===== src/rtl/mips_loader_pkg.sv =====
// Shared types for the MIPS instruction-memory loader: FSM state encoding
// and the program-length range check.
package mips_loader_pkg;

    typedef enum logic [2:0] {
        IDLE  = 3'd0,
        LOAD  = 3'd1,
        CHECK = 3'd2,
        RUN   = 3'd3,
        FAIL  = 3'd4
    } state_t;

    // Smallest program the loader will accept; an empty load is an error.
    localparam int unsigned MIN_PROG_LEN = 1;

    // A requested length is usable when it is non-empty and fits in memory.
    function automatic logic len_in_range(input int unsigned len, input int unsigned depth);
        return (len >= MIN_PROG_LEN) && (len <= depth);
    endfunction

endpackage


===== src/rtl/mips_prog_loader.sv =====
// Streams a program into MIPS instruction memory over the init port,
// verifies an optional trailing checksum, and holds the core in reset
// until a load has succeeded.
module mips_prog_loader
    import mips_loader_pkg::*;
#(
    parameter int          DATA_W   = 32,
    parameter int          ADDR_W   = 8,
    parameter int unsigned DEPTH    = 256,
    parameter bit          CHECKSUM = 1'b1
) (
    input  logic              clk,
    input  logic              reset,
    input  logic              start,
    input  logic [ADDR_W:0]   prog_len,
    input  logic              s_valid,
    input  logic [DATA_W-1:0] s_data,
    output logic              s_ready,
    output logic              init,
    output logic [ADDR_W-1:0] init_addr,
    output logic [DATA_W-1:0] init_data,
    output logic              core_reset,
    output logic              busy,
    output logic              done,
    output logic              error,
    output logic [ADDR_W:0]   words_loaded
);

    state_t            state;
    logic [ADDR_W:0]   len;
    logic [ADDR_W:0]   count;
    logic [DATA_W-1:0] sum;
    logic              hs;
    logic              len_ok;
    logic              last_word;

    assign hs        = s_valid && s_ready;
    assign len_ok    = len_in_range(32'(prog_len), DEPTH);
    assign last_word = ((count + 1'b1) == len);

    // Status outputs depend only on the registered state, never on s_valid.
    assign s_ready      = (state == LOAD) || (state == CHECK);
    assign busy         = s_ready;
    assign core_reset   = (state != RUN);
    assign done         = (state == RUN);
    assign error        = (state == FAIL);
    // The write pointer doubles as the accepted-word count.
    assign words_loaded = count;

    // Load FSM with registered memory-write port, checksum accumulator and word count.
    always_ff @(posedge clk) begin
        if (reset) begin
            state     <= IDLE;
            len       <= '0;
            count     <= '0;
            sum       <= '0;
            init      <= 1'b0;
            init_addr <= '0;
            init_data <= '0;
        end else begin
            init <= 1'b0;
            case (state)
                // Idle, running and failed all react to start the same way.
                IDLE, RUN, FAIL: begin
                    if (start) begin
                        if (len_ok) begin
                            len   <= prog_len;
                            count <= '0;
                            sum   <= '0;
                            state <= LOAD;
                        end else begin
                            state <= FAIL;
                        end
                    end
                end
                LOAD: begin
                    if (hs) begin
                        init      <= 1'b1;
                        // count < len <= DEPTH, so the truncation never wraps.
                        init_addr <= count[ADDR_W-1:0];
                        init_data <= s_data;
                        sum       <= sum + s_data;
                        count     <= count + 1'b1;
                        if (last_word)
                            state <= CHECKSUM ? CHECK : RUN;
                    end
                end
                // The checksum word is compared against the running sum, not stored.
                CHECK: begin
                    if (hs)
                        state <= (s_data == sum) ? RUN : FAIL;
                end
                default: state <= IDLE;
            endcase
        end
    end

endmodule


===== config.mk =====
export PLATFORM = sky130hd
export DESIGN_NAME = mips_prog_loader
export DESIGN_NICKNAME = d
export VERILOG_FILES = /design/src/rtl/mips_loader_pkg.sv /design/src/rtl/mips_prog_loader.sv
export SDC_FILE = /design/constraint.sdc
export NUM_CORES = 1
export LEC_CHECK = 0
export CAP_MARGIN = 40
export CORE_UTILIZATION = 50
export DETAILED_ROUTE_END_ITERATION = 16
export PLACE_DENSITY_LB_ADDON = 0.1
export SYNTH_ARGS = -nofsm -noshare
export SYNTH_HDL_FRONTEND = slang
export SYNTH_SLANG_ARGS = --single-unit
export TNS_END_PERCENT = 10

===== constraint.sdc =====
create_clock -name clk -period 8.2 [get_ports clk]
set_input_delay 1.64 -clock clk [delete_from_list [all_inputs] [get_ports clk]]
set_output_delay 1.64 -clock clk [all_outputs]
set_load 0.005 [all_outputs]

# After elaboration in Yosys (flattened, before gate mapping)
# Cells that the tools add are included.
# word_totals
ff_bits,94
out_inout_bits,55
# classes
n_addsub,2
magnitude_cmp,2
n_eq_ne,12
n_mux,16
reduce_logical,11
n_bitwise,1
# ops
op,count
$mux 32,3
$pmux 32 s2,1
$add 32x32->32,1
$eq 32x32->1,1
$mux 9,3
$mux 3,6
$pmux 9 s2,1
$ne 2x2->1 const B,5
$add 9x1->9 const B,1
$eq 9x9->1,1
$ge 9x1->1 const B,1
$le 9x9->1 const B,1
$pmux 3 s3,1
$reduce_and 4->1,2
$eq 3x2->1 const B,2
$eq 3x1->1 const B,1
$eq 3x3->1 const B,1
$logic_not 3->1,1
$ne 3x2->1 const B,1
$reduce_and 3->1,1
$reduce_or 3->1,1
$logic_and 1x1->1,2
$reduce_and 2->1,1
$reduce_bool 2->1,1
4 further kinds,4

# Logic depth before layout (Yosys ltp)
# Gate-level depths: netlist of run 1.
# depth
depth_word,5
mapped_depth,11
mapped_depth_nobuf,11

# Worst setup path before layout of run 1
# OpenSTA, ideal clock, no wires.
# synth_path
path_type,input to register
startpoint,input port s_data[1]
endpoint,register sum[31]
required_time_ns,8.138
t_arrival_ns,3.691
path_slack_ns,4.447
path_stages,9
n_path_buf,0
cell_sequence,ha_1 > a211oi_1 > o21ai_1 > a31oi_2 > o32ai_1 > or3_1 > a211o_1 > a311o_1 > nand3_1
# synth_via
elab_chain_len,3
# synth_lines
item,line,source
from (decl),mips_prog_loader.sv:17,"input logic [DATA_W-1:0] s_data,"
$add 32x32->32,mips_prog_loader.sv:82,sum <= sum + s_data;
$mux 32,mips_prog_loader.sv:77,if (hs) begin
$pmux 32 s2,mips_prog_loader.sv:62,case (state)
to (signal assigned),mips_prog_loader.sv:82,
to (decl),mips_prog_loader.sv:32,logic [DATA_W-1:0] sum;
# Every way passes these cells. The select of a mux whose other input is x is not followed.
# A chain may end at the register's enable or synchronous reset.

# Worst setup path in the final report of run 1
# layout_path
startpoint,input port s_data[0]
endpoint,register sum[22]
# The elaborated chain is that of the path after synthesis.

==> results of run 1 <==
worst min path at each step:
stage | startpoint | end | slack [ns] | depth (start not counted)
final | sum[30]$_SDFFE_PP0P_ | sum[30]$_SDFFE_PP0P_ | 0.45 | 2
after global routing | init_data[22]$_SDFFE_PP0P_ | init_data[22]$_SDFFE_PP0P_ | 0.48 | 2
after CTS | init_data[15]$_SDFFE_PP0P_ | init_data[15]$_SDFFE_PP0P_ | 0.46 | 2
after detailed placement | sum[30]$_SDFFE_PP0P_ | sum[30]$_SDFFE_PP0P_ | 0.44 | 2
after global placement | sum[19]$_SDFFE_PP0P_ | sum[19]$_SDFFE_PP0P_ | 0.44 | 2
after floorplan | sum[13]$_SDFFE_PP0P_ | sum[13]$_SDFFE_PP0P_ | 0.43 | 2
cells in the mapped netlist (3+ instances only):
| cell type | n |
|---|---|
| a32o_1 | 5 |
| o21a_1 | 4 |
| xor2_1 | 15 |
| ha_1 | 32 |
| nand3_1 | 9 |
| o21ai_1 | 13 |
| a22oi_1 | 12 |
| clkbuf_8 | 5 |
| a211oi_1 | 5 |
| clkbuf_1 | 31 |
| or3_1 | 6 |
| o21ai_0 | 26 |
| dfxtp_1 | 94 |
| nor4_1 | 10 |
| a21boi_0 | 4 |
| nor2_1 | 63 |
| xnor2_1 | 20 |
| nor2b_1 | 4 |
| inv_1 | 16 |
| nand2_1 | 122 |
| a21oi_1 | 82 |
| o21bai_1 | 6 |
| nand2b_1 | 7 |
| nor3_1 | 12 |
| buf_1 | 3 |
| o211ai_1 | 8 |
| nand4_1 | 7 |
| a21o_1 | 12 |
| and3_1 | 4 |
| mux2i_1 | 12 |
| nor3b_1 | 3 |
state kept, by name, indices dropped and copies added, names as in the netlist:
signal / flops
init: 1
init_addr: 8
init_data: 32
len: 9
state: 3
sum: 32
words_loaded: 9
through the flow:
| step | utilization, % | total power [mW] | instances | setup WS, ns | hold slack, ns |
|---|---|---|---|---|---|
| 6_report | 63.69 | 1.195 | 908 | 4.004 | 0.4523 |
| 5_1_grt | 63.69 | 1.266 | 908 | 3.718 | 0.4786 |
| 4_1_cts | 63.69 | 1.204 | 908 | 4.022 | 0.4577 |
| 3_5_place_dp | 61.70 | 0.8821 | 892 | 3.597 | 0.4442 |
| 3_3_place_gp | 61.62 | 0.8727 | 891 | 3.710 | 0.4378 |
| 2_1_floorplan | - | 0.7631 | 695 | 4.447 | 0.4291 |
cells by family (layout without fill, tap and decap cells):
family,Yosys count,after routing
AO/OA/AOI/OAI,198,198
XOR/XNOR,37,37
adder cells (fa/ha/maj),33,33
buffers and inverters,60,137
flip-flops,94,94
multiplexers,12,12
AND/OR/NAND/NOR,261,261
area by class of cell:
type / count / share of cell area, %
Clock buffer: 11 / 2.272
Clock inverter: 5 / 0.8637
Inverter: 16 / 0.9012
Multi-Input combinational cell: 541 / 49.70
Sequential cell: 94 / 28.24
Tap cell: 136 / 2.554
Timing Repair Buffer: 105 / 15.47
tightest hold or removal path: cells and delay by family (launching register included):
family	cells	cell delay (ns)
DFF	1	0.32
and+or+nand+nor	1	0.05
AOI/OAI and AO/OA	1	0.05
layer usage:
layer | up-vias | track usage, % | routed length [um]
met2 | 144 | 41.52 | 6443
met5 | - | 0 | 0
li1 | 2593 | - | -
met3 | 15 | 3.951 | 678
met1 | 2425 | 32.82 | 6432
met4 | 0 | 9.491 | 222
power by group:
group / total, mW / internal [mW] / switching, mW
sequential: 0.520 / 0.490 / 0.0298
combinational: 0.353 / 0.162 / 0.191
clock: 0.322 / 0.157 / 0.165
==> metrics.log, run 1 <==
INFO  metric status = completed
INFO  metric cpMostUsedCell = o211ai_1
INFO  metric drv_cap = 0
INFO  metric min_period_over_period = 51.17%
INFO  metric worstPathBufferInverterCount = 2
INFO  metric most_frequently_used_flop_master_after_synthesis = dfxtp_1
INFO  metric design.final.nets = 845
INFO  metric post_dp_cell_area = 0.006455 mm2
INFO  metric yosys.area.top_type = dfxtp_1
INFO  metric io_pins = 100
INFO  metric max_freq = 0.2383 GHz
INFO  metric timing.max_slew.rel_slack = 46.02%
INFO  metric ys_ff_latch = 94
INFO  metric share_of_synthesized_area_occupied_by_flip_flops_and_latches = 34.35%
INFO  metric finalSetupTns = 0 ns
INFO  metric coreArea = 0.01046 mm2
INFO  metric drcViolationCount = 0
INFO  metric clock_tree_from_tritoncts = built
INFO  metric antenna_violations_before_repair = 0
INFO  metric register_area = 0.001882 mm2
INFO  metric synth-adder-area-share = 7.673%
INFO  metric post_synth_instance_area = 0.005479 mm2
INFO  metric crit_family = compound AO/OA/AOI/OAI gates
INFO  metric critPathCapture = sum[22]$_SDFFE_PP0P_
INFO  metric gpl.final_weighted_congestion = 0.8632
INFO  metric drt_iter0_drc = 291
INFO  metric reg2reg_slack = 5.37 ns
INFO  metric layout_commonest_cell = nand2_1
INFO  metric synth_enable_flop_cells = 0
INFO  metric portion_of_netlist_area_occupied_by_mux_cells = 2.192%
INFO  metric critical-path-max-stage-delay = 0.51 ns
INFO  metric insertedDiodeCount = 0
INFO  metric final_max_slew_viol_count = 0
INFO  metric detail_route.vias_per_cell = 5.702
INFO  metric drive_above_1_share = 4.534%
INFO  metric timing.critical_path.required = 8.48 ns
INFO  metric grt_start_max_net_pins = 77
INFO  metric cts_sinks = 94
INFO  metric synth_compound_gate_area_share = 22.43%
INFO  metric startpoint = s_data[0]
INFO  metric period_needed = 4.196 ns
INFO  metric worst_slew_pin_slew = 0.8097 ns
INFO  metric route.antenna.remaining_nets = 0
INFO  metric peakVddDrop = 113.6 uV
INFO  metric grt_setup_unrepaired = false
INFO  metric die_w = 106.7 um
INFO  metric async_set_or_reset_flop_fraction_in_the_synthesized_netlist = 0%
INFO  metric worst_path_slowest_cell = clkdlybuf4s50_1
INFO  metric post_cts_clock_slew_at_the_launch_and_capture_registers_of_the_worst_setup_and_hold_paths = 0.09 ns
INFO  metric dominant_combinational_cell_family_by_area_after_synthesis = compound AO/OA/AOI/OAI gates
INFO  metric cts.path.max_buffers = 2
INFO  metric clock_skew = 0.01080 ns
INFO  metric hold_violations = 0
INFO  metric synth.top_cells.by_area = dfxtp_1 34%, nand2_1 8.4%, a21oi_1 7.5%
INFO  metric worstSetupEndpointType = register
INFO  metric num-fill-cells = 942
INFO  metric power_per_unit_of_standard_cell_area = 179.3 mW/mm2
INFO  metric reg2regPathDepth = 9
INFO  metric wl_per_cell = 15.17 um
INFO  metric final_cell_mix = 122 x nand2_1, 98 x clkdlybuf4s50_1, 94 x dfxtp_1
INFO  metric setup.worst_path.class = in2reg
INFO  metric yosys_warnings = 0
INFO  metric clockRootBuffer = clkbuf_8
INFO  metric areaGrowthSynthToFinish = 21.63%
INFO  metric synth_simple_gate_area_share = 21.51%
INFO  metric fp-row-count = 37
INFO  metric syn_nets = 773
INFO  metric multi_input_logic_area = 0.003312 mm2
INFO  metric initial_cell_density_of_the_core = 52.37%
INFO  metric via_count_of_the_first_global_routing_pass = 4885
INFO  metric routed-via-count = 5177
INFO  metric synthDistinctLibCells = 64
INFO  metric global_route_wire_length_before_repair = 23.04 mm
INFO  metric die_height = 106.7 um
INFO  metric io_buffers = 99
INFO  metric globalRoute.totalOverflow = 0
INFO  metric holdCritPathClass = reg2reg
INFO  metric wirelength = 13.78 mm
INFO  metric post_synth_inst_count = 695
INFO  metric static-leakage-power = 2.546 nW
INFO  metric worst-path-max-fanout = 3
INFO  metric critical_path_depth = 12
INFO  metric synth_xor_area_share = 6.508%
INFO  metric reg_to_reg_start = words_loaded[0]$_SDFFE_PP0P_
INFO  metric die-area = 0.01138 mm2
INFO  metric post-cts-setup-buffers = 0
INFO  metric r2r_end = state[2]$_SDFFE_PP0P_
INFO  metric dp_hpwl = 9.980 mm
INFO  metric timing.critical_path.arrival = 4.48 ns
INFO  metric clk-insertion-delay-late = 0.39 ns
INFO  metric cts_hold_buf = 0
INFO  metric cts_resized = 0
INFO  metric avg_synthesized_cell_area = 7.883 um2
INFO  metric worstSetupStartpointType = input pin
INFO  metric cts_made_buffers = 9
INFO  metric layout.cell_area.non_filler = 0.006664 mm2
INFO  metric synth_largest_type_area_fraction = 34.35%
INFO  metric setup_violations = 0
INFO  metric critical_path.cell_chain = clkdlybuf4s50_1, ha_1, inv_1, fa_1, nor2b_1, o211ai_1, a211oi_1, o211ai_1, a21oi_1, o21ai_1, a21o_1, a32o_1
INFO  metric drtPass1Iterations = 5
INFO  metric globalRouteTotalUtil = 25.10%
INFO  metric clock_tree.htree_level_count = 3
Note: power is estimated with default switching activity, not from simulation.
==> inputs of run 2 (changes only) <==
- CORE_UTILIZATION: 50 -> 48
- clock period: 8.2 -> 3.45 ns (I/O delays scaled with it)
==> run 2 against run 1 <==
Routed wire length increased by 5.1%; largest cell class unchanged; utilization down 0.57 points; register-to-register slack got worse by 4.7 ns; worst hold slack worse by 0.0012 ns; critical path depth rose by 1.
==> metrics.log, run 2 (synthesized netlist as in run 1, its figures left out) <==
INFO  metric timing.critical_path.required = 3.69 ns
INFO  metric cts_resized = 0
INFO  metric clock_tree_from_tritoncts = built
INFO  metric die-area = 0.01185 mm2
INFO  metric final_cell_mix = 122 x nand2_1, 98 x clkdlybuf4s50_1, 94 x dfxtp_1
INFO  metric fp-row-count = 38
INFO  metric top_layer_used = met4
INFO  metric clk-insertion-delay-late = 0.35 ns
INFO  metric multi_input_logic_area = 0.003312 mm2
INFO  metric timing.critical_path.arrival = 3.41 ns
INFO  metric io_buffers = 99
INFO  metric dp_hpwl = 10.49 mm
INFO  metric timing.max_slew.rel_slack = 45.12%
INFO  metric global_route_wire_length_before_repair = 23.96 mm
INFO  metric num-fill-cells = 1021
INFO  metric hold_violations = 0
INFO  metric worst-path-max-fanout = 3
INFO  metric drt_iter0_drc = 212
INFO  metric die_height = 108.8 um
INFO  metric worst_slew_pin_slew = 0.8231 ns
INFO  metric wirelength = 14.48 mm
INFO  metric layout.cell_area.non_filler = 0.006933 mm2
INFO  metric dp_cells = 919
INFO  metric status = completed
INFO  metric drive_above_1_share = 7.296%
INFO  metric insertedDiodeCount = 0
INFO  metric setup.worst_path.class = in2reg
INFO  metric wl_met2 = 6.817 mm
INFO  metric grt_setup_unrepaired = false
INFO  metric routed-via-count = 5269
INFO  metric antenna_violations_before_repair = 0
INFO  metric layout_commonest_cell = nand2_1
INFO  metric postLayoutSetupSlackWorst = 0.2821 ns
INFO  metric routed-wl-met3 = 666 um
INFO  metric worstSetupStartpointType = input pin
INFO  metric clock_tree.htree_level_count = 3
INFO  metric post_cts_clock_slew_at_the_launch_and_capture_registers_of_the_worst_setup_and_hold_paths = 0.07 ns
INFO  metric r2r_end = state[2]$_SDFFE_PP0P_
INFO  metric areaGrowthSynthToFinish = 26.54%
INFO  metric route.antenna.remaining_nets = 0
INFO  metric post-cts-setup-buffers = 0
INFO  metric design.final.nets = 868
INFO  metric reg2reg_slack = 0.65 ns
INFO  metric drv_cap = 0
INFO  metric grt_start_max_net_pins = 76
INFO  metric static-leakage-power = 2.708 nW
INFO  metric clockRootBuffer = clkbuf_16
INFO  metric max_freq = 0.3157 GHz
INFO  metric cts.path.max_buffers = 2
INFO  metric coreArea = 0.01098 mm2
INFO  metric period_needed = 3.168 ns
INFO  metric drcViolationCount = 0
INFO  metric die_w = 108.8 um
INFO  metric reg2regPathDepth = 9
INFO  metric dp_slack = -0.02323 ns
INFO  metric via_count_of_the_first_global_routing_pass = 5108
INFO  metric drtPass1Iterations = 5
INFO  metric worst_hold_slack = 0.4511 ns
INFO  metric globalRouteTotalUtil = 25.52%
INFO  metric power_per_unit_of_standard_cell_area = 449.9 mW/mm2
INFO  metric io_pins = 100
INFO  metric globalRoute.totalOverflow = 0
INFO  metric holdCritPathClass = reg2reg
INFO  metric finalSetupTns = 0 ns
INFO  metric reg.largest.list = init_data x32, sum x32
INFO  metric min_period_over_period = 91.82%
INFO  metric startpoint = s_data[0]
INFO  metric post_dp_cell_area = 0.006633 mm2
INFO  metric cts_made_buffers = 9
INFO  metric gpl.final_weighted_congestion = 0.9479
INFO  metric cts_hold_buf = 0
INFO  metric register_area = 0.001882 mm2
INFO  metric clock_skew = 0.008024 ns
INFO  metric reg_to_reg_start = words_loaded[0]$_SDFFE_PP0P_
INFO  metric final_max_slew_viol_count = 0
INFO  metric initial_cell_density_of_the_core = 49.89%
INFO  metric critPathCapture = sum[22]$_SDFFE_PP0P_
INFO  metric setup_violations = 0
INFO  metric worstSetupEndpointType = register
INFO  metric cts_sinks = 94
INFO  metric wl_per_cell = 15.49 um
INFO  metric detail_route.vias_per_cell = 5.635
INFO  metric instances_no_fill = 935
INFO  metric peakVddDrop = 270.2 uV
INFO  metric met1Wirelength = 6.826 mm
run 2: routing by layer:
layer	vias up	global-route usage, %
met5	-	0
met4	0	7.046
met3	15	5.140
met2	127	42.45
met1	2488	33.46
li1	2639	-
run 2: worst max-delay path, stage by stage:
cell             delay, ns
clkdlybuf4s50_1       0.53
ha_1                  0.18
inv_1                 0.05
fa_1                  0.38
nor2b_1               0.19
o211ai_1              0.14
a211oi_1              0.25
buf_4                 0.17
o211ai_1              0.10
a21oi_1               0.20
o21ai_1               0.11
a21o_1                0.18
a32o_1                0.24
run 2: power breakdown:
part	leakage (nW)	internal, mW	switching, mW
Clock	0.148	0.579	0.424
Sequential	0.761	1.17	0.0729
Combinational	1.80	0.414	0.463
run 2: worst min path at each step:
stage	from	end	slack, ns	cells after the start
2_1_floorplan	sum[13]$_SDFFE_PP0P_	sum[13]$_SDFFE_PP0P_	0.43	2
3_3_place_gp	sum[19]$_SDFFE_PP0P_	sum[19]$_SDFFE_PP0P_	0.44	2
3_5_place_dp	sum[19]$_SDFFE_PP0P_	sum[19]$_SDFFE_PP0P_	0.44	2
4_1_cts	sum[19]$_SDFFE_PP0P_	sum[19]$_SDFFE_PP0P_	0.45	2
5_1_grt	sum[20]$_SDFFE_PP0P_	sum[20]$_SDFFE_PP0P_	0.47	2
6_report	sum[30]$_SDFFE_PP0P_	sum[30]$_SDFFE_PP0P_	0.45	2
run 2: metrics by stage:
stage | util, % | power (mW)
2_1_floorplan | - | 1.814
3_3_place_gp | 60.32 | 2.111
3_5_place_dp | 60.39 | 2.135
4_1_cts | 63.12 | 3.140
5_1_grt | 63.12 | 3.296
6_report | 63.12 | 3.119
run 2: layout make-up:
type | instances | area share (%)
inverters | 16 | 0.8663
flip-flops and latches | 94 | 27.14
repair buffers | 128 | 17.36
multi-input cells | 541 | 47.77
clock inverters | 6 | 0.8843
well taps | 140 | 2.527
clock buffers | 10 | 3.447
==> inputs of run 3 (changes only) <==
- SKIP_CTS_REPAIR_TIMING: not set -> 1
- TNS_END_PERCENT: 10 -> 30
==> results of run 3 <==
The final DEF is identical to that of run 2; final timing and power are the same.
